==> config.mk <==
export PLATFORM = sky130hd
export DESIGN_NAME = score_keeper
export DESIGN_NICKNAME = d
export VERILOG_FILES = /design/src/rtl/pong_pkg.sv /design/src/rtl/serve_timer.sv /design/src/rtl/score_keeper.sv
export SDC_FILE = /design/constraint.sdc
export NUM_CORES = 1
export LEC_CHECK = 0
export ABC_AREA = 0
export BUFFER_PORTS_ARGS = -buffer_cell sky130_fd_sc_hd__buf_2
export CAP_MARGIN = 5
export CORE_ASPECT_RATIO = 0.8
export CORE_MARGIN = 1.5
export CORE_UTILIZATION = 31
export CTS_CLUSTER_DIAMETER = 60
export DETAILED_ROUTE_END_ITERATION = 12
export PLACE_DENSITY = 0.58
export SLEW_MARGIN = 20
export SYNTH_ARGS = -nofsm -noshare
export SYNTH_HDL_FRONTEND = slang
export SYNTH_SLANG_ARGS = --single-unit
==> constraint.sdc <==
create_clock -name BALL_CLOCK -period 4.3 [get_ports BALL_CLOCK]
set_clock_uncertainty 0.2 [all_clocks]
set_input_delay 0.215 -clock BALL_CLOCK [delete_from_list [all_inputs] [get_ports BALL_CLOCK]]
set_output_delay 0.215 -clock BALL_CLOCK [all_outputs]
set_load 0.01 [all_outputs]
==> src/rtl/pong_pkg.sv <==
// pong_pkg: shared types and defaults for the pong scoring logic.
//   state_t  : score_keeper FSM states (IDLE/HOLD/PLAY/OVER)
//   PLAYER_* : encoding used on serving_player
//   exits_t  : registered ball-exit strobes
//   DEF_*    : default parameter values for score_keeper
package pong_pkg;

  typedef enum logic [1:0] {
    IDLE = 2'd0,
    HOLD = 2'd1,
    PLAY = 2'd2,
    OVER = 2'd3
  } state_t;

  localparam logic PLAYER_1 = 1'b0;
  localparam logic PLAYER_2 = 1'b1;

  localparam int DEF_WIN_SCORE   = 5;
  localparam int DEF_SCORE_W     = 4;
  localparam int DEF_HOLD_CYCLES = 64;
  localparam int DEF_HOLD_W      = 7;

  typedef struct packed {
    logic left;   // ball passed player 1's paddle
    logic right;  // ball passed player 2's paddle
  } exits_t;

endpackage

==> src/rtl/serve_timer.sv <==
// serve_timer: loadable down-counter that times the serve delay.
//   clk_i, rst_ni : clock, asynchronous active-low reset
//   load_i        : load value_i (wins over dec_i)
//   value_i       : value to load
//   dec_i         : decrement by one, sticks at zero
//   done_o        : count is zero
module serve_timer #(
  parameter int W = 7
) (
  input  logic         clk_i,
  input  logic         rst_ni,
  input  logic         load_i,
  input  logic [W-1:0] value_i,
  input  logic         dec_i,
  output logic         done_o
);

  logic [W-1:0] count_q, count_d;

  always_comb begin
    count_d = count_q;
    if (load_i)                   count_d = value_i;
    else if (dec_i && !done_o)    count_d = count_q - 1'b1;
  end

  always_ff @(posedge clk_i or negedge rst_ni) begin
    if (!rst_ni) count_q <= '0;
    else         count_q <= count_d;
  end

  assign done_o = (count_q == '0);

endmodule

==> src/rtl/score_keeper.sv <==
// score_keeper: keeps both players' scores, decides goals and wins, and
// parks the ball during the serve delay and after game over.
//   BALL_CLOCK, RESET_N          : clock, asynchronous active-low reset
//   new_game                     : level, (re)start a game; beats exits
//   ball_exit_left/right         : level exit strobes from the ball engine
//   goal_player_*, win_player_*  : registered one-cycle event pulses
//   score_player_*               : current scores
//   ball_hold                    : ball must stay at the serve position
//   serving_player               : 0 = player 1, 1 = player 2
// Build option: define DEUCE_EN to require a two-point lead to win, with
// scores saturating at 2**SCORE_W-1 (a point at saturation always wins).
module score_keeper
  import pong_pkg::*;
#(
  parameter int WIN_SCORE   = DEF_WIN_SCORE,
  parameter int SCORE_W     = DEF_SCORE_W,
  parameter int HOLD_CYCLES = DEF_HOLD_CYCLES,
  parameter int HOLD_W      = DEF_HOLD_W
) (
  input  logic               BALL_CLOCK,
  input  logic               RESET_N,
  input  logic               new_game,
  input  logic               ball_exit_left,
  input  logic               ball_exit_right,
  output logic               goal_player_1,
  output logic               goal_player_2,
  output logic               win_player_1,
  output logic               win_player_2,
  output logic [SCORE_W-1:0] score_player_1,
  output logic [SCORE_W-1:0] score_player_2,
  output logic               ball_hold,
  output logic               serving_player
);

  localparam logic [SCORE_W-1:0] WIN_V     = SCORE_W'(WIN_SCORE);
  localparam logic [HOLD_W-1:0]  HOLD_LOAD = HOLD_W'(HOLD_CYCLES - 1);

  state_t             state_q, state_d;
  logic [SCORE_W-1:0] s1_q, s1_d, s2_q, s2_d;
  logic               serve_q, serve_d;
  logic               g1_q, g1_d, g2_q, g2_d, w1_q, w1_d, w2_q, w2_d;
  exits_t             exit_q, exit_d;
  logic               tmr_load, tmr_dec, tmr_done;

  // Point decode works on the registered exits, giving the two-edge
  // exit-to-pulse latency. Exactly one exit must be high to count.
  logic               point, p1_scores, win;
  logic [SCORE_W-1:0] scorer, nxt;

  assign point     = (state_q == PLAY) && !new_game && (exit_q.left ^ exit_q.right);
  assign p1_scores = exit_q.right;
  assign scorer    = p1_scores ? s1_q : s2_q;

`ifdef DEUCE_EN
  logic [SCORE_W-1:0] opp;
  logic               sat;
  assign opp = p1_scores ? s2_q : s1_q;
  assign sat = (scorer == '1);
  assign nxt = sat ? scorer : scorer + 1'b1;
  // Widened compare so opp+2 cannot wrap.
  assign win = sat || ((nxt >= WIN_V) &&
               ({1'b0, nxt} >= ({1'b0, opp} + (SCORE_W+1)'(2))));
`else
  // Scores only move below WIN_SCORE, so the increment cannot wrap.
  assign nxt = scorer + 1'b1;
  assign win = (nxt == WIN_V);
`endif

  serve_timer #(.W(HOLD_W)) u_timer (
    .clk_i   (BALL_CLOCK),
    .rst_ni  (RESET_N),
    .load_i  (tmr_load),
    .value_i (HOLD_LOAD),
    .dec_i   (tmr_dec),
    .done_o  (tmr_done)
  );

  always_comb begin
    state_d      = state_q;
    s1_d         = s1_q;
    s2_d         = s2_q;
    serve_d      = serve_q;
    g1_d         = 1'b0;
    g2_d         = 1'b0;
    w1_d         = 1'b0;
    w2_d         = 1'b0;
    tmr_load     = 1'b0;
    tmr_dec      = 1'b0;
    // Only exits seen while playing (and not overridden) enter the pipe.
    exit_d.left  = (state_q == PLAY) && ball_exit_left  && !new_game;
    exit_d.right = (state_q == PLAY) && ball_exit_right && !new_game;

    if (new_game) begin
      state_d  = HOLD;
      s1_d     = '0;
      s2_d     = '0;
      serve_d  = PLAYER_1;
      tmr_load = 1'b1;
    end else begin
      case (state_q)
        HOLD: begin
          if (tmr_done) state_d = PLAY;
          else          tmr_dec = 1'b1;
        end
        PLAY: begin
          if (point) begin
            if (p1_scores) begin
              s1_d    = nxt;
              serve_d = PLAYER_2;
              w1_d    = win;
              g1_d    = !win;
            end else begin
              s2_d    = nxt;
              serve_d = PLAYER_1;
              w2_d    = win;
              g2_d    = !win;
            end
            if (win) begin
              state_d = OVER;
            end else begin
              state_d  = HOLD;
              tmr_load = 1'b1;
            end
          end
        end
        default: ;  // IDLE/OVER wait for new_game
      endcase
    end
  end

  always_ff @(posedge BALL_CLOCK or negedge RESET_N) begin
    if (!RESET_N) begin
      state_q <= IDLE;
      s1_q    <= '0;
      s2_q    <= '0;
      serve_q <= PLAYER_1;
      g1_q    <= 1'b0;
      g2_q    <= 1'b0;
      w1_q    <= 1'b0;
      w2_q    <= 1'b0;
      exit_q  <= '0;
    end else begin
      state_q <= state_d;
      s1_q    <= s1_d;
      s2_q    <= s2_d;
      serve_q <= serve_d;
      g1_q    <= g1_d;
      g2_q    <= g2_d;
      w1_q    <= w1_d;
      w2_q    <= w2_d;
      exit_q  <= exit_d;
    end
  end

  assign goal_player_1  = g1_q;
  assign goal_player_2  = g2_q;
  assign win_player_1   = w1_q;
  assign win_player_2   = w2_q;
  assign score_player_1 = s1_q;
  assign score_player_2 = s2_q;
  assign serving_player = serve_q;
  assign ball_hold      = (state_q != PLAY);

endmodule

==> Word level (Yosys, flattened, before mapping) <==
Index checks and enable logic that the tools add are counted.
W data, S select, Z words.
{ "word_totals": {"input_bits": 5, "elab_cells": 84, "output_inout_bits": 14, "ff_bits": 24} }
{ "op_classes": {"n_reduce_logical": 20, "n_eq_ne": 7, "bitwise_logic": 1, "add_sub_neg": 2, "n_mux": 43} }
{ "op_table": {"columns": ["cell", "n"], "rows": [
  ["$mux W4", 9],
  ["$mux W1", 27],
  ["$mux W7", 2],
  ["$reduce_and A3 Y1", 3],
  ["$mux W2", 4],
  ["$reduce_bool A2 Y1", 4],
  ["$logic_and A1 B1 Y1", 7],
  ["$logic_not A7 Y1", 1],
  ["$sub A7 B1 Y7 const B", 1],
  ["$add A4 B1 Y4 const B", 1],
  ["$eq A4 B3 Y1 const B", 1],
  ["$ne A2 B2 Y1 const B", 2],
  ["$pmux W2 S2", 1],
  ["$logic_not A1 Y1", 3],
  ["$ne A3 B2 Y1 const B", 1],
  ["$ne A3 B3 Y1 const B", 1],
  ["$reduce_bool A3 Y1", 1],
  ["$eq A2 B1 Y1 const B", 1],
  ["$eq A2 B2 Y1 const B", 1],
  ["$reduce_and A2 Y1", 1],
  ["$xor A1 B1 Y1", 1]
]} }

==> Longest topological paths before layout <==
Gate-level depths: netlist of run 1.
{ "logic_depth": {"depth_word": 8, "ltp_mapped": 7, "mapped_depth_nobuf": 6} }

==> By module <==
Synthesis of run 1 repeated with hierarchy kept, for this count alone.
{ "unflattened": {"hier_cells": 138, "hier_area_um2": 1368.8} }
{ "by_module_without_submodules": {"columns": ["module", "instances", "area_each_um2", "cells_per_inst"], "rows": [
  ["score_keeper", 1, 907.1, 86],
  ["serve_timer", 1, 461.7, 52]
]} }

==> Worst setup path after synthesis of run 1 <==
Ideal clock, no wire load.
{ "synth_path": {"kind": "register -> register", "startpoint": "register exit_q (netlist bit p1_scores)", "endpoint": "register state_q[1]", "slack_ps": 2323, "t_required_ps": 3989, "arrival_ps": 1665, "setup_ps": 111, "stages_incl_launch_ff": 8, "path_buffers": 1, "cell_sequence": "dfrtp_1 -> buf_6 -> mux2i_1 -> inv_1 -> ha_1 -> xnor2_1 -> nand4_2 -> a2111oi_2"} }
{ "synth_via": {"elab_chain_cells": 7, "elab_cells_between_ends": 11} }
{ "synth_rtl": {"columns": ["item", "line", "source"], "rows": [
  ["start: declaration", "score_keeper.sv:42", "exits_t exit_q, exit_d;"],
  ["start signal: assignment", "score_keeper.sv:151", "exit_q <= exit_d;"],
  ["$mux W4", "score_keeper.sv:52", "assign scorer = p1_scores ? s1_q : s2_q;"],
  ["$add A4 B1 Y4", "score_keeper.sv:65", "assign nxt = scorer + 1'b1;"],
  ["$eq A4 B3 Y1", "score_keeper.sv:66", "assign win = (nxt == WIN_V);"],
  ["$mux W2", "score_keeper.sv:118", "if (win) begin"],
  ["$mux W2", "score_keeper.sv:106", "if (point) begin"],
  ["$pmux W2 S2", "score_keeper.sv:100", "case (state_q)"],
  ["$mux W2", "score_keeper.sv:93", "if (new_game) begin"],
  ["end signal: assignment", "score_keeper.sv:143", "state_q <= state_d;"],
  ["end: declaration", "score_keeper.sv:38", "state_t state_q, state_d;"]
]} }
Several ways; a longest one is shown, not always the timed one. The select of a mux whose other input is x is not followed.
A chain may end at the register's enable or synchronous reset.

==> Worst setup path after layout of run 1 <==
{ "layout_path": {"startpoint": "register exit_q (netlist bit p1_scores)", "endpoint": "register u_timer.count_q[1]"} }
{ "layout_via": {"elab_chain_cells": 8, "elab_cells_between_ends": 11} }
{ "layout_rtl": {"columns": ["item", "line", "source"], "rows": [
  ["$mux W4", "score_keeper.sv:52", null],
  ["$add A4 B1 Y4", "score_keeper.sv:65", null],
  ["$eq A4 B3 Y1", "score_keeper.sv:66", null],
  ["$mux W1", "score_keeper.sv:118", null],
  ["$mux W1 (*)", "score_keeper.sv:106", null],
  ["$mux W1 (*)", "score_keeper.sv:100", null],
  ["$mux W1 (*)", "score_keeper.sv:93", null],
  ["$mux W7 / $reduce_bool A2 Y1 (equally long branches)", null, null],
  ["end signal: assignment", "serve_timer.sv:28", "else count_q <= count_d;"],
  ["end: declaration", "serve_timer.sv:18", "logic [W-1:0] count_q, count_d;"]
]} }
Mark *: on every way between the ends. The rest lies on a longest branch, timed or not.

==> out/summary.txt, run 1 <==
Status: finished, final reports clean
Hold Startpoint: ball_exit_right
Top FF cell, synth: dfrtp_1
Vias in the first global route: 938
Worst-margin pin slew: 0.527 ns
Clock Path Buffers: 2
Worst hold path stage count: 2
Compound-Gate Fraction of Synth Area: 0.0887
ANT nets after route: 0
Synth Area in Adders: 0.0390
Data arrival, critical path: 2.19 ns
CP Data Required Time: 4.22 ns
Fillers: 371
Rel. slew slack: 0.649
Reg clk slew, reported paths: 0.08 ns
Die ar.: 0.00454 mm²
Highest clock rate: 442 MHz
Post-synthesis simple-gate area fraction: 0.241
Largest stage delay, worst path: 0.59 ns
Register area share after synthesis: 0.468
Synth Area in XOR/XNOR: 0.0955
1st-iter DRT viols: 55
Post-CTS sizing: 0
Root Driver: clkbuf_8
CP Capture Type: register
Synthesized netlist cell count: 131
Critical Path, Cell by Cell: mux2i_1 -> inv_1 -> ha_1 -> xnor2_1 -> a41o_1 -> o2111ai_1
Die height: 60.6 µm
Netlist cell types: 35
Starting Density: 0.331
P_leak: 0.643 nW
Mapped cell area: 0.00128 mm²
R2r startpoint: p1_scores
Final HPWL DP: 1890 µm
R2R Setup Slk: 2.04 ns
Rows: 20
Num CTS Buffers: 3
Crit-path slowest cell: dfrtp_1
Gpl congestion: 0.852
Synthesized Nets: 140
Min cycle time layout: 2.26 ns
Setup TNS Final: 0 ns
Avg WL per Cell: 12.6 µm
Setup bufs post-CTS: 0
Syn-to-layout area delta: 16.4%
TritonCTS clock tree: built
Clk Latency, worst-skew pair: 0.26 ns
Initial antenna violation count: 0
N_diodes: 0
Count of pins over their slew limit: 0
Layout Nets: 161
HP Class: in2reg
Routed wire length: 2610 µm
Worst R2R End: u_timer.count_q[1]
Max Cap Violations: 0
Ports: 19
DR pass1 iterations: 4
Worst-path fanout max: 12
Final hold viol count: 0
Die width: 74.9 µm
Core Util, Final: 0.385
Syn Area/Cell: 9.80 µm²
DRC: 0
Largest net degree at the start of global routing: 25
Critical setup path kind: reg2reg
Clock Sink Count: 24
Via Count: 974
RSZ-0062 raised after global routing: no
Max rail drop VDD: 192 µV
Largest family of logic cells by synthesized area: simple AND/OR/NAND/NOR gates
Power Dens Cells: 269 mW/mm²
Synth Register Bits: 24
Area of the core: 0.00388 mm²
Total GRT Usage: 0.124
Number of flops mapped to enable cells by yosys: 0
Vias per cell: 4.73
Yosys warns: 0
Htree depth: 1
Fraction of layout cells with a size suffix above 1: 0.185
Ys async rst share: 1.00
Global-route wire length before repair: 4290 µm
Worst r2r path cells: 6
Total congestion overflow: 0
Crit path launch type: register
Multiplexer area fraction after synthesis: 0.0322
Hold Path End: p1_scores
Final setup violation count: 0
Tcrit/Tclk final: 0.527
# port buffers: 18
==> critical path, delay by kind of cell, from the launching register on <==
family	cells	cell delay (ns)
buffers and inverters	1	0.07
adders and majority gates	1	0.23
xor gates and xnor gates	1	0.24
muxes	1	0.29
DFF	1	0.59
AOI/OAI and AO/OA	2	0.50
==> Yosys cell counts, types with 3 or more instances <==
cell	count	area [µm²]
dfrtp_1	24	601
and3_1	3	18.8
xnor2_1	8	70.1
xor2_1	6	52.6
nor2_1	19	71.3
nand2_1	7	26.3
nand3_1	8	40.0
nand4_1	3	18.8
inv_1	4	15.0
mux2i_1	3	30.0
o21ai_0	5	25.0
a21oi_1	3	15.0
nor2b_1	5	31.3
ha_1	4	50.1
nor3_1	5	25.0
==> per-stage QoR <==
stage                     std cells  setup WS [ns]  area [µm²]  hold slack, ns  total power, mW
after CTS                       206           2.04        1490         0.00462            0.406
after detailed placement        200           2.06        1420          0.0287            0.253
after floorplan                 131           2.32        1280          -0.281            0.244
after global placement          200           2.14        1420          0.0218            0.252
final                           206           2.04        1490          0.0118            0.401
after global routing            206           1.85        1490          0.0154            0.419
==> placed cells by master (no fill, tap or decap), types with 4 or more instances in the layout <==
cell type   n
nand3_1     8
nor3_1      5
dfrtp_1    24
nand2_1     7
clkbuf_8    4
xor2_1      6
o21ai_0     5
nor2_1     19
buf_2      18
ha_1        4
inv_1       4
nor2b_1     5
xnor2_1     8
==> registers in the layout, summed over array words and instances (netlist names) <==
name,flops
serving_player,1
win_player_1,1
goal_player_2,1
goal_player_1,1
state_q,2
win_player_2,1
p1_scores,1
score_player_1,4
exit_q,1
u_timer.count_q,7
score_player_2,4
==> layout make-up <==
type | count | area, µm² | share of cell area
Tap cell | 55 | 68.8 | 0.0461
Inverter | 6 | 22.5 | 0.0151
Sequential cell | 24 | 601 | 0.402
Multi-Input combinational cell | 97 | 637 | 0.426
Clock buffer | 4 | 55.1 | 0.0369
Timing Repair Buffer | 20 | 110 | 0.0737
==> worst max path at each step <==
| stage | start | endpoint | slack (ns) |
|---|---|---|---|
| after floorplan | p1_scores | state_q[1] | 2.32 |
| after CTS | p1_scores | state_q[1] | 2.04 |
| after global placement | p1_scores | u_timer.count_q[1] | 2.14 |
| after global routing | p1_scores | state_q[1] | 1.85 |
| after detailed placement | p1_scores | u_timer.count_q[1] | 2.06 |
| final | p1_scores | u_timer.count_q[1] | 2.04 |
==> where the power goes <==
part | internal (mW) | leakage, nW | total (mW) | switching (mW)
clock network | 0.0816 | 0.0288 | 0.152 | 0.0701
logic | 0.00673 | 0.313 | 0.0201 | 0.0133
registers | 0.228 | 0.302 | 0.230 | 0.00194
==> layer usage <==
| metal | vias to the layer above | GRT usage | wire, µm |
|---|---|---|---|
| li1 | 490 | - | - |
| met2 | 20 | 0.188 | 1150 |
| met3 | 4 | 0.0249 | 62 |
| met5 | - | 0 | 0 |
| met4 | 0 | 0.0416 | 40 |
| met1 | 460 | 0.177 | 1350 |
==> cells by family after synthesis <==
logic type | after synthesis
xor+xnor | 14
fa+ha+maj | 4
flops | 24
buf+inv | 10
compound gates | 16
mux | 4
simple gates | 59
==> timing repair <==
item,CTS,global route
hold buffers,2,0
endpoints found under the hold margin,25,0
setup endpoints to repair,0,0
Power figures use the tool's default switching activity.
==> run 2: changes to the inputs <==
- clock period: 4.3 -> 2.3 ns (I/O delays scaled with it)
==> run 2 against run 1 <==
First-iteration DRC count grew 3.6%. Total power grew 89%. Critical path type unchanged. Largest cell class unchanged. Wire length grew 5.2%.
==> out/summary.txt, run 2 (synthesized netlist as in run 1, its figures left out) <==
Status: finished, final reports clean
Layout Nets: 163
Rows: 20
Setup TNS Final: 0 ns
Root Driver: clkbuf_8
Area of the core: 0.00388 mm²
Critical setup path kind: reg2reg
Worst-path fanout max: 5
Count of pins over their slew limit: 0
Placed cell areas: 0.00143 mm²
Data arrival, critical path: 2.03 ns
Via Count: 1031
Min cycle time layout: 2.07 ns
Commonest non-fill, non-tap cell in the layout: dfrtp_1
Tcrit/Tclk final: 0.899
Max rail drop VDD: 176 µV
1st-iter DRT viols: 57
Placed cells: 201
Most frequent cells in the layout: 23 x dfrtp_1, 19 x nor2_1, 18 x buf_2
Ports: 19
Vias in the first global route: 1016
Final instance area: 0.00152 mm²
Avg WL per Cell: 13.2 µm
Clk Latency, worst-skew pair: 0.27 ns
Max Cap Violations: 0
Placement Setup Slack: 0.150 ns
Setup WS post-layout: 0.232 ns
Fraction of layout cells with a size suffix above 1: 0.209
Clock Path Buffers: 2
Syn-to-layout area delta: 18.2%
Total GRT Usage: 0.138
HP Class: in2reg
Biggest register: u_timer.count_q
Clock Sink Count: 24
ANT nets after route: 0
Setup bufs post-CTS: 0
Die width: 74.9 µm
Final cell count without fillers: 208
Fillers: 384
Global-route wire length before repair: 4710 µm
CP Data Required Time: 2.26 ns
Reg clk slew, reported paths: 0.08 ns
Power Dens Cells: 500 mW/mm²
Total congestion overflow: 0
Initial antenna violation count: 0
Final Hold Slack: 0.00525 ns
Crit path launch type: register
Starting Density: 0.331
CP Capture Type: register
DRC: 0
Final setup violation count: 0
Routed wire length: 2740 µm
Final HPWL DP: 2000 µm
DR pass1 iterations: 4
Htree depth: 1
Gpl congestion: 0.846
N_diodes: 0
Highest clock rate: 483 MHz
Worst-margin pin slew: 0.527 ns
Die height: 60.6 µm
# port buffers: 18
Largest net degree at the start of global routing: 25
Final hold viol count: 0
RSZ-0062 raised after global routing: no
TritonCTS clock tree: built
Rel. slew slack: 0.649
Die ar.: 0.00454 mm²
Vias per cell: 4.96
Max reg flops: 7
P_leak: 0.652 nW
Num CTS Buffers: 3
==> run 2: metrics by stage <==
step                      utilization  total power, mW
after global placement          0.368            0.472
after detailed placement        0.368            0.474
final                           0.391            0.759
after floorplan                     -            0.456
after CTS                       0.390            0.763
after global routing            0.391            0.784
==> run 2: worst paths after layout <==
kind                                      from            endpoint  slack, ns  cells past startpoint
worst max-delay path                 p1_scores          state_q[1]       0.23                      6
worst min-delay path                  new_game   score_player_1[3]      0.005                      2
worst max register to register       p1_scores          state_q[1]       0.23                      6
worst min register to register  serving_player      serving_player       0.35                      2
max in group asynchronous              RESET_N           p1_scores       1.37                      2
min in group asynchronous              RESET_N  u_timer.count_q[0]       0.15                      2
==> run 2: timing repair <==
item / 4_1_cts / 5_1_grt
setup endpoints to repair: 0 / 3
hold buffers: 3 / 0
endpoints found under the hold margin: 26 / 0
gates resized for setup: 0 / 3
==> run 2: per-layer routing <==
metal | vias up | global-route usage | share of wire
met5 | - | 0 | 0
met4 | 0 | 0.0701 | 0.017
met3 | 5 | 0.0216 | 0.018
met2 | 11 | 0.216 | 0.46
met1 | 523 | 0.186 | 0.50
li1 | 492 | - | -
==> run 2: final cells by class <==
type | instances | area (µm²) | share of cell area
Clock buffer | 4 | 55.1 | 0.0363
Multi-Input combinational cell | 97 | 642 | 0.423
Timing Repair Buffer | 22 | 128 | 0.0841
Sequential cell | 24 | 602 | 0.397
Tap cell | 55 | 68.8 | 0.0453
Inverter | 6 | 22.5 | 0.0148
==> run 2: report_power, final <==
part | internal [mW] | switching (mW)
combinational | 0.0137 | 0.0252
clock | 0.153 | 0.137
sequential | 0.425 | 0.00407
==> run 2: critical path, stage by stage (launching register included) <==
cell,delay [ns]
dfrtp_2,0.42
mux2i_2,0.25
inv_1,0.07
ha_1,0.24
xnor2_1,0.26
nand4_2,0.20
a2111oi_2,0.33
